--- src/rtl/bram1_arbiter_if.sv ---
// One requester's command/response channel into the shared BRAM arbiter.
// The client side uses master, the arbiter side uses slave.
interface bram1_arbiter_if #(
    parameter int ADDR_WIDTH = 1,
    parameter int DATA_WIDTH = 1
);
    logic                  req;
    logic                  we;
    logic [ADDR_WIDTH-1:0] addr;
    logic [DATA_WIDTH-1:0] di;
    logic                  gnt;
    logic                  rvalid;
    logic [DATA_WIDTH-1:0] rdata;

    modport master (
        output req, we, addr, di,
        input  gnt, rvalid, rdata
    );

    modport slave (
        input  req, we, addr, di,
        output gnt, rvalid, rdata
    );
endinterface

--- src/rtl/bram1_arbiter.sv ---
// Round-robin arbiter for two requesters sharing one single-ported BRAM,
// with a tag pipeline that routes each read response back to its issuer.
module bram1_arbiter #(
    parameter int ADDR_WIDTH = 1,
    parameter int DATA_WIDTH = 1,
    parameter bit PIPELINED  = 1'b0
) (
    input  logic                  clk,
    input  logic                  rst,
    bram1_arbiter_if.slave        a,
    bram1_arbiter_if.slave        b,
    output logic                  bram_en,
    output logic                  bram_we,
    output logic [ADDR_WIDTH-1:0] bram_addr,
    output logic [DATA_WIDTH-1:0] bram_di,
    input  logic [DATA_WIDTH-1:0] bram_do
);
    // Read latency of the BRAM instance, in cycles after the accept edge.
    localparam int STAGES = PIPELINED ? 2 : 1;

    logic pri_reg;
    logic pri_next;
    logic gnt_a;
    logic gnt_b;

    logic [STAGES-1:0] valid_reg;
    logic [STAGES-1:0] valid_next;
    logic [STAGES-1:0] id_reg;
    logic [STAGES-1:0] id_next;
    logic              head_valid;
    logic              head_id;

    // Grant: pri_reg names the side that wins a tie (0 = A, 1 = B).
    always_comb begin
        gnt_a = 1'b0;
        gnt_b = 1'b0;
        if (!rst) begin
            if (a.req && (!b.req || !pri_reg)) begin
                gnt_a = 1'b1;
            end else if (b.req) begin
                gnt_b = 1'b1;
            end
        end
    end

    always_comb begin
        pri_next = pri_reg;
        if (gnt_a) begin
            pri_next = 1'b1;
        end else if (gnt_b) begin
            pri_next = 1'b0;
        end
    end

    always_ff @(posedge clk) begin
        if (rst) begin
            pri_reg <= 1'b0;
        end else begin
            pri_reg <= pri_next;
        end
    end

    assign a.gnt = gnt_a;
    assign b.gnt = gnt_b;

    // Idle cycles park the address/data mux on A with the write strobe off.
    assign bram_en   = gnt_a | gnt_b;
    assign bram_we   = gnt_b ? b.we   : (gnt_a & a.we);
    assign bram_addr = gnt_b ? b.addr : a.addr;
    assign bram_di   = gnt_b ? b.di   : a.di;

    assign head_valid = (gnt_a & ~a.we) | (gnt_b & ~b.we);
    assign head_id    = gnt_b;

    // Tag pipeline: stage 0 takes the accepted read, later stages shift.
    for (genvar gi = 0; gi < STAGES; gi++) begin : g_tag
        if (gi == 0) begin : g_head
            assign valid_next[gi] = head_valid;
            assign id_next[gi]    = head_id;
        end else begin : g_shift
            assign valid_next[gi] = valid_reg[gi-1];
            assign id_next[gi]    = id_reg[gi-1];
        end
    end

    always_ff @(posedge clk) begin
        if (rst) begin
            valid_reg <= '0;
            id_reg    <= '0;
        end else begin
            valid_reg <= valid_next;
            id_reg    <= id_next;
        end
    end

    assign a.rvalid = !rst && valid_reg[STAGES-1] && !id_reg[STAGES-1];
    assign b.rvalid = !rst && valid_reg[STAGES-1] &&  id_reg[STAGES-1];
    assign a.rdata  = bram_do;
    assign b.rdata  = bram_do;
endmodule

--- src/flat_wrapper.sv ---
// flat-port wrapper written by rule: the top's interface ports become plain ports
module bram1_arbiter_flat 
#(
    parameter int ADDR_WIDTH = 1,
    parameter int DATA_WIDTH = 1,
    parameter bit PIPELINED  = 1'b0
)
  (clk, rst, bram_en, bram_we, bram_addr, bram_di, bram_do, a_req, a_we, a_addr, a_di, a_gnt, a_rvalid, a_rdata, b_req, b_we, b_addr, b_di, b_gnt, b_rvalid, b_rdata);
  bram1_arbiter_if #(.ADDR_WIDTH(ADDR_WIDTH), .DATA_WIDTH(DATA_WIDTH)) a_i ();
  bram1_arbiter_if #(.ADDR_WIDTH(ADDR_WIDTH), .DATA_WIDTH(DATA_WIDTH)) b_i ();
  input  logic clk;
  input  logic rst;
  output logic bram_en;
  output logic bram_we;
  output logic [ADDR_WIDTH-1:0] bram_addr;
  output logic [DATA_WIDTH-1:0] bram_di;
  input  logic [DATA_WIDTH-1:0] bram_do;
  input wire logic [$bits(a_i.req)-1:0] a_req;
  input wire logic [$bits(a_i.we)-1:0] a_we;
  input wire logic [$bits(a_i.addr)-1:0] a_addr;
  input wire logic [$bits(a_i.di)-1:0] a_di;
  output wire logic [$bits(a_i.gnt)-1:0] a_gnt;
  output wire logic [$bits(a_i.rvalid)-1:0] a_rvalid;
  output wire logic [$bits(a_i.rdata)-1:0] a_rdata;
  input wire logic [$bits(b_i.req)-1:0] b_req;
  input wire logic [$bits(b_i.we)-1:0] b_we;
  input wire logic [$bits(b_i.addr)-1:0] b_addr;
  input wire logic [$bits(b_i.di)-1:0] b_di;
  output wire logic [$bits(b_i.gnt)-1:0] b_gnt;
  output wire logic [$bits(b_i.rvalid)-1:0] b_rvalid;
  output wire logic [$bits(b_i.rdata)-1:0] b_rdata;
  assign a_i.req = a_req;
  assign a_i.we = a_we;
  assign a_i.addr = a_addr;
  assign a_i.di = a_di;
  assign a_gnt = a_i.gnt;
  assign a_rvalid = a_i.rvalid;
  assign a_rdata = a_i.rdata;
  assign b_i.req = b_req;
  assign b_i.we = b_we;
  assign b_i.addr = b_addr;
  assign b_i.di = b_di;
  assign b_gnt = b_i.gnt;
  assign b_rvalid = b_i.rvalid;
  assign b_rdata = b_i.rdata;
  bram1_arbiter #(.ADDR_WIDTH(ADDR_WIDTH), .DATA_WIDTH(DATA_WIDTH), .PIPELINED(PIPELINED)) u_core (.clk(clk), .rst(rst), .a(a_i), .b(b_i), .bram_en(bram_en), .bram_we(bram_we), .bram_addr(bram_addr), .bram_di(bram_di), .bram_do(bram_do));
endmodule
--- config.mk ---
export PLATFORM = sky130hd
export DESIGN_NAME = bram1_arbiter_flat
export DESIGN_NICKNAME = d
export VERILOG_FILES = /design/src/rtl/bram1_arbiter_if.sv /design/src/rtl/bram1_arbiter.sv /design/src/flat_wrapper.sv
export SDC_FILE = /design/constraint.sdc
export NUM_CORES = 1
export LEC_CHECK = 0
export CAP_MARGIN = 20
export CORE_AREA = 2 2 39 41
export CTS_CLUSTER_SIZE = 25
export DETAILED_ROUTE_END_ITERATION = 10
export DIE_AREA = 0 0 41 43
export GPL_ROUTABILITY_DRIVEN = 0
export PLACE_DENSITY_LB_ADDON = 0.3
export SETUP_SLACK_MARGIN = 0.02
export SLEW_MARGIN = 20
export SYNTH_ARGS = -nofsm -noshare
export SYNTH_HDL_FRONTEND = slang
export SYNTH_SLANG_ARGS = --single-unit
--- constraint.sdc ---
create_clock -name clk -period 1.6 [get_ports clk]
set_input_delay 0.32 -clock clk [delete_from_list [all_inputs] [get_ports clk]]
set_output_delay 0.32 -clock clk [all_outputs]
set_load 0.03 [all_outputs]
==> results of run 1 <==
[cell usage after synthesis (all sizes together)]
master  number
a21oi        1
and3b        1
buf          3
dfxtp        3
inv          2
mux2         2
nand2        3
nand2b       1
nand3        2
nand3b       1
nor2         4
nor3b        1
o21ai        1
o32ai        1
or2          1
[critical path, delay by kind of cell (launching register included)]
kind	cells	cell delay, ns
buffers and inverters	1	0.14
multiplexers	1	0.30
AND/OR/NAND/NOR	2	0.23
flip-flops	1	0.31
[power groups by stage]
stage / registers (mW) / clock network, mW / logic (mW)
2_1_floorplan: 0.0832 / 0 / 0.0646
3_3_place_gp: 0.0837 / 0 / 0.114
3_5_place_dp: 0.0835 / 0 / 0.114
4_1_cts: 0.0826 / 0.146 / 0.115
5_1_grt: 0.0834 / 0.150 / 0.123
6_report: 0.0830 / 0.136 / 0.115
[kinds of logic (layout without fill, tap and decap cells)]
| group | Yosys count | after routing | synth area share [%] |
|---|---|---|---|
| AO/OA/AOI/OAI | 3 | 3 | 8.24 |
| buffers and inverters | 5 | 29 | 13.2 |
| flip-flops | 3 | 3 | 26.4 |
| multiplexers | 2 | 2 | 13.2 |
| AND/OR/NAND/NOR | 14 | 14 | 39.0 |
[layer usage]
layer / wire length (um) / vias up / GRT usage [%]
li1: - / 135 / -
met1: 234 / 112 / 8.33
met2: 239 / 14 / 10.0
met3: 57 / 2 / 3.66
met4: 19 / 0 / 8.00
met5: 0 / - / 0
[final timing paths]
| path | slack, ns | start | endpoint |
|---|---|---|---|
| setup / recovery | 0.06 | u_core.pri_reg | bram_di |
| hold / removal | 0.57 | rst | u_core.pri_reg |
| hold reg to reg | 0.61 | u_core.pri_reg | u_core.pri_reg |
| setup reg to reg | 0.75 | u_core.pri_reg | u_core.valid_reg |
[layout make-up]
type | instances | area [um^2] | area share (%)
sequential | 3 | 61.3 | 13.4
multi-input combinational | 19 | 145 | 31.6
clock buffer | 4 | 26.3 | 5.72
tap | 16 | 20.0 | 4.36
inverter | 2 | 7.51 | 1.63
timing repair buffer | 23 | 199 | 43.3
[per-stage QoR]
stage               utilization [%]  setup TNS, ns  instances
finish                         33.2              0         67
global placement               30.7          -1.63         63
global route                   33.2              0         67
detailed placement             30.7          -1.61         63
floorplan                         -              0         27
CTS                            32.9              0         67
[what timing repair did]
item,CTS,global route
hold buffers,0,0
setup endpoints to repair,8,3
pin swaps,0,1
gates resized for setup,18,2
==> results.md, run 1 <==
- Status: completed
- RSZ-0062 raised after global routing: yes
- Worst vdd ir: 0.199 mV
- CTS Root Cell: clkbuf_4
- Hold Path Cell Cnt: 3
- Final worst slack: 0.0598 ns
- Synthesized net count: 38
- Hold Fails Final Rpt: 0
- CP peak stage delay: 0.31 ns
- H-tree levels: 1
- Initial antenna violation count: 0
- Final nets: 63
- CTS Sinks: 3
- # rows: 14
- Most frequent cells in the layout: 12 x buf_4, 6 x clkdlybuf4s50_1, 4 x nor2_1, 3 x clkbuf_4, 3 x dlygate4sd2_1
- Num CTS Buffers: 3
- Pwr dens: 727 mW/mm^2
- Antenna diode count: 0
- Yosys top cell by area: dfxtp_1
- Yosys cell types: 15
- Crit Path Max Fanout: 3
- Internal: 0.237 mW
- Via density: 3.93
- Arr. time, crit path: 1.22 ns
- Layout Cell Area excl Fill: 459 um^2
- Max Root-Sink Buffers: 2
- First-pass GRT wire length: 869 um
- Final setup violation count: 0
- Mean routed wirelength per cell: 8.21 um
- Slew Limit Headroom: 86.3%
- Vias in the first global route: 241
- Layout cell share with drive strength beyond 1: 47.1%
- Max Transition Viols Final: 0
- Synth warnings: 0
- Post-CTS setup buffers: 0
- Sequential share of the synthesized area: 26.4%
- CP Cell Sequence: nand2b_4 -> nand3b_4 -> mux2_4 -> buf_6
- P&R area growth vs syn: 102%
- Fillcell total: 164
- Max Cap Violations: 0
- Crit end category: output pin
- DRT Pass-1 Iters: 2
- Commonest non-fill, non-tap cell in the layout: buf_4
- Initial drt markers: 2
- Leakage: 0.241 nW
- Pre-CTS WS: -0.619 ns
- Port bufs: 17
- Post-synth top area share: 26.4%
- Die height: 43 um
- Later-pin clock latency in the skew report: 0.24 ns
- Switching share of power: 29.1%
- Syn_area_per_cell: 8.43 um^2
- Worst R2R Path Depth: 4
- Netlist Area Pre-Place: 228 um^2
- Via count: 263
- Clk slew on worst S/H paths: 0.03 ns
- Pwr Total: 0.334 mW
- Clock Power Share: 40.8%
- Clock skew: 0.00322 ns
- Total wire length: 550 um
- Pin count of the biggest net entering global routing: 9
- Combinational power share: 34.4%
- Die area: 0.00176 mm^2
- Fin Hold WS: 0.572 ns
- Crit share post-route: 96.3%
- # DRC: 0
- Cells after synthesis: 27
- Worst EP required: 1.28 ns
- CTS tree: yes
- Sequential power share: 24.9%
- Slowest-stage cell, CP: dfxtp_2
- Tightest Hold Check Type: input port to register
- Placed cell areas: 425 um^2
- Critical path class: register to output pin
- Tightest Pin Transition: 0.204 ns
- I/O pin cnt: 21
- Final ANT Viol Nets: 0
- Total global routing track utilization: 7.72%
- P_sw: 0.0971 mW
- Initial core utilization: 16.5%
- Gr ovfl total: 0
- Crit path time final: 1.54 ns
- Core Footprint: 0.00138 mm^2
- Area contributors post-synth: dfxtp_1 26%, mux2_4 13%, buf_4 9.9%
- CP Launch Type: register
- Top achievable clock speed: 649 MHz
- Yosys reg bits: 3
- Die X: 41 um
Note: power is estimated with default switching activity, not from simulation.
==> run 2, diff against run 1 <==
==> constraint.sdc (replaced) <==
create_clock -name clk -period 1.6 [get_ports clk]
set_input_delay 0.32 -clock clk [delete_from_list [all_inputs] [get_ports clk]]
set_output_delay 0.32 -clock clk [all_outputs]
set_load 0.1 [all_outputs]
==> results.md, run 2 (synthesis gave the netlist of run 1 again) <==
- Commonest non-fill, non-tap cell in the layout: buf_12 (was buf_4)
- # rows: 14 (unchanged)
- Die area: 0.00176 mm^2 (unchanged)
- Final setup violation count: 3 (was 0)
- Pin count of the biggest net entering global routing: 9 (unchanged)
- WHS Endpoint: u_core.valid_reg (was u_core.pri_reg)
- Via count: 268 (was 263)
- RSZ-0062 raised after global routing: yes (unchanged)
- Initial antenna violation count: 0 (unchanged)
- Failing checks: setup timing
- Die X: 41 um (unchanged)
- GR Util met2: 12.8% (was 10.0%)
- DRT Pass-1 Iters: 4 (was 2)
- Top achievable clock speed: 621 MHz (was 649 MHz)
- P&R area growth vs syn: 159% (was 102%)
- Core Footprint: 0.00138 mm^2 (unchanged)
- Max Cap Violations: 0 (unchanged)
- CP Launch Type: register (unchanged)
- Arr. time, crit path: 1.29 ns (was 1.22 ns)
- Critical path class: register to output pin (unchanged)
- Worst vdd ir: 0.307 mV (was 0.199 mV)
- Worst R2R End: u_core.valid_reg (unchanged)
- Port bufs: 17 (unchanged)
- H-tree levels: 1 (unchanged)
- Num CTS Buffers: 3 (unchanged)
- Gr ovfl total: 0 (unchanged)
- First-pass GRT wire length: 1.06 mm (was 869 um)
- Crit path time final: 1.61 ns (was 1.54 ns)
- Max Root-Sink Buffers: 2 (unchanged)
- Leakage: 0.276 nW (was 0.241 nW)
- Via density: 4.06 (was 3.93)
- CTS Root Cell: clkbuf_4 (unchanged)
- Antenna diode count: 0 (unchanged)
- FF-to-FF setup slack: 0.74 ns (was 0.75 ns)
- Vias in the first global route: 263 (was 241)
- Total wire length: 715 um (was 550 um)
- Max Transition Viols Final: 0 (unchanged)
- I/O pin cnt: 21 (unchanged)
- Tightest Pin Transition: 0.222 ns (was 0.204 ns)
- Number of buffers and inverters on the critical path: 1 (unchanged)
- Die height: 43 um (unchanged)
- Crit end category: output pin (unchanged)
- Layout cell share with drive strength beyond 1: 58.0% (was 47.1%)
- Hold Path Cell Cnt: 2 (was 3)
- Slowest-stage cell, CP: dfxtp_2 (unchanged)
- Fillcell total: 136 (was 164)
- Tightest Hold Check Type: input port to register (unchanged)
- Status: finished, violations left (was completed)
- Hold Fails Final Rpt: 0 (unchanged)
- Final worst slack: -0.0104 ns (was 0.0598 ns)
- Slew Limit Headroom: 85.2% (was 86.3%)
- Delay-heaviest family, CP: flip-flops (unchanged)
- Pwr Total: 0.439 mW (was 0.334 mW)
- Crit Path Max Fanout: 3 (unchanged)
- Final Util: 42.6% (was 33.2%)
- Clk slew on worst S/H paths: 0.04 ns (was 0.03 ns)
- CP Cell Sequence: nand2b_4 -> nand3b_4 -> mux2_4 -> buf_12 (was nand2b_4 -> nand3b_4 -> mux2_4 -> buf_6)
- Mean routed wirelength per cell: 10.8 um (was 8.21 um)
- Crit share post-route: 101% (was 96.3%)
- # DRC: 0 (unchanged)
- Pwr dens: 745 mW/mm^2 (was 727 mW/mm^2)
- GR Util met1: 10.2% (was 8.33%)
- Hold path startpoint: a_we (was rst)
- Final nets: 62 (was 63)
- Post-CTS setup buffers: 0 (unchanged)
- Initial core utilization: 16.5% (unchanged)
- R2R Path Start: u_core.pri_reg (unchanged)
- Worst R2R Path Depth: 4 (unchanged)
- Busiest grt layer: met2 (unchanged)
- Post-detail-place hpwl: 556 um
- Clock skew: 0.00301 ns (was 0.00322 ns)
- Final ANT Viol Nets: 0 (unchanged)
- CP peak stage delay: 0.33 ns (was 0.31 ns)
- Later-pin clock latency in the skew report: 0.24 ns (about the same)
- CTS tree: yes (unchanged)
- Setup TNS: -0.0265 ns (was 0 ns)
- Total global routing track utilization: 9.82% (was 7.72%)
- Most frequent cells in the layout: 8 x buf_12, 5 x clkdlybuf4s50_1, 5 x buf_4 (was 12 x buf_4, 6 x clkdlybuf4s50_1, 4 x nor2_1, 3 x clkbuf_4, 3 x dlygate4sd2_1)
- Worst EP required: 1.28 ns (about the same)
- Met3 usage: 5.24% (was 3.66%)
- Initial drt markers: 11 (was 2)
- CTS Sinks: 3 (unchanged)
-- run 2: changes by cell type in the layout (fill, tap and decap cells not counted), moves of 2 or more --
cell     before  now
buf_12        0    8
buf_4        12    5
buf_6         2    0
nand3_1       2    0
nor2_1        4    2
nor2_2        0    2
-- run 2: power breakdown --
| part | internal (mW) | switching (mW) |
|---|---|---|
| Sequential | 0.0809 | 0.00356 |
| Clock | 0.0937 | 0.0431 |
| Combinational | 0.0910 | 0.127 |
| Total | 0.266 | 0.173 |
-- run 2: worst max-delay path by stage --
stage	startpoint	endpoint	cells past startpoint
2_1_floorplan	rst	a_rvalid	2
3_3_place_gp	a_req	bram_di	5
3_5_place_dp	b_req	bram_we	5
4_1_cts	u_core.pri_reg	bram_di	4
5_1_grt	u_core.pri_reg	bram_addr	4
6_report	u_core.pri_reg	bram_di	4
-- run 2: per-layer routing --
layer,up-vias,routed length (um)
met4,0,19
li1,135,-
met1,114,252
met5,-,0
met2,17,363
met3,2,78
-- run 2: layout make-up --
cell class | instances | area, um^2 | area share [%]
Multi-Input combinational cell | 19 | 188 | 31.8
Inverter | 2 | 7.51 | 1.27
Timing Repair Buffer | 22 | 287 | 48.6
Sequential cell | 3 | 61.3 | 10.4
Clock buffer | 4 | 26.3 | 4.46
Tap cell | 16 | 20.0 | 3.40
-- run 2: through the flow --
stage                     hold slack (ns)  cell area, um^2  instances  worst slack [ns]
after detailed placement            0.524              541         62            -0.251
after floorplan                     0.438              255         27           -0.0500
after global routing                0.351              589         66           -0.0508
after CTS                           0.520              579         66           -0.0149
after global placement              0.528              541         62            -0.231
final                               0.371              589         66           -0.0104
-- run 2: what timing repair did --
action / in CTS / in global routing
hold buffers: 0 / 0
cloned: 0 / 0
endpoints found under the setup margin: 8 / 4
pin swaps: 1 / 2
gates resized for setup: 7 / 3
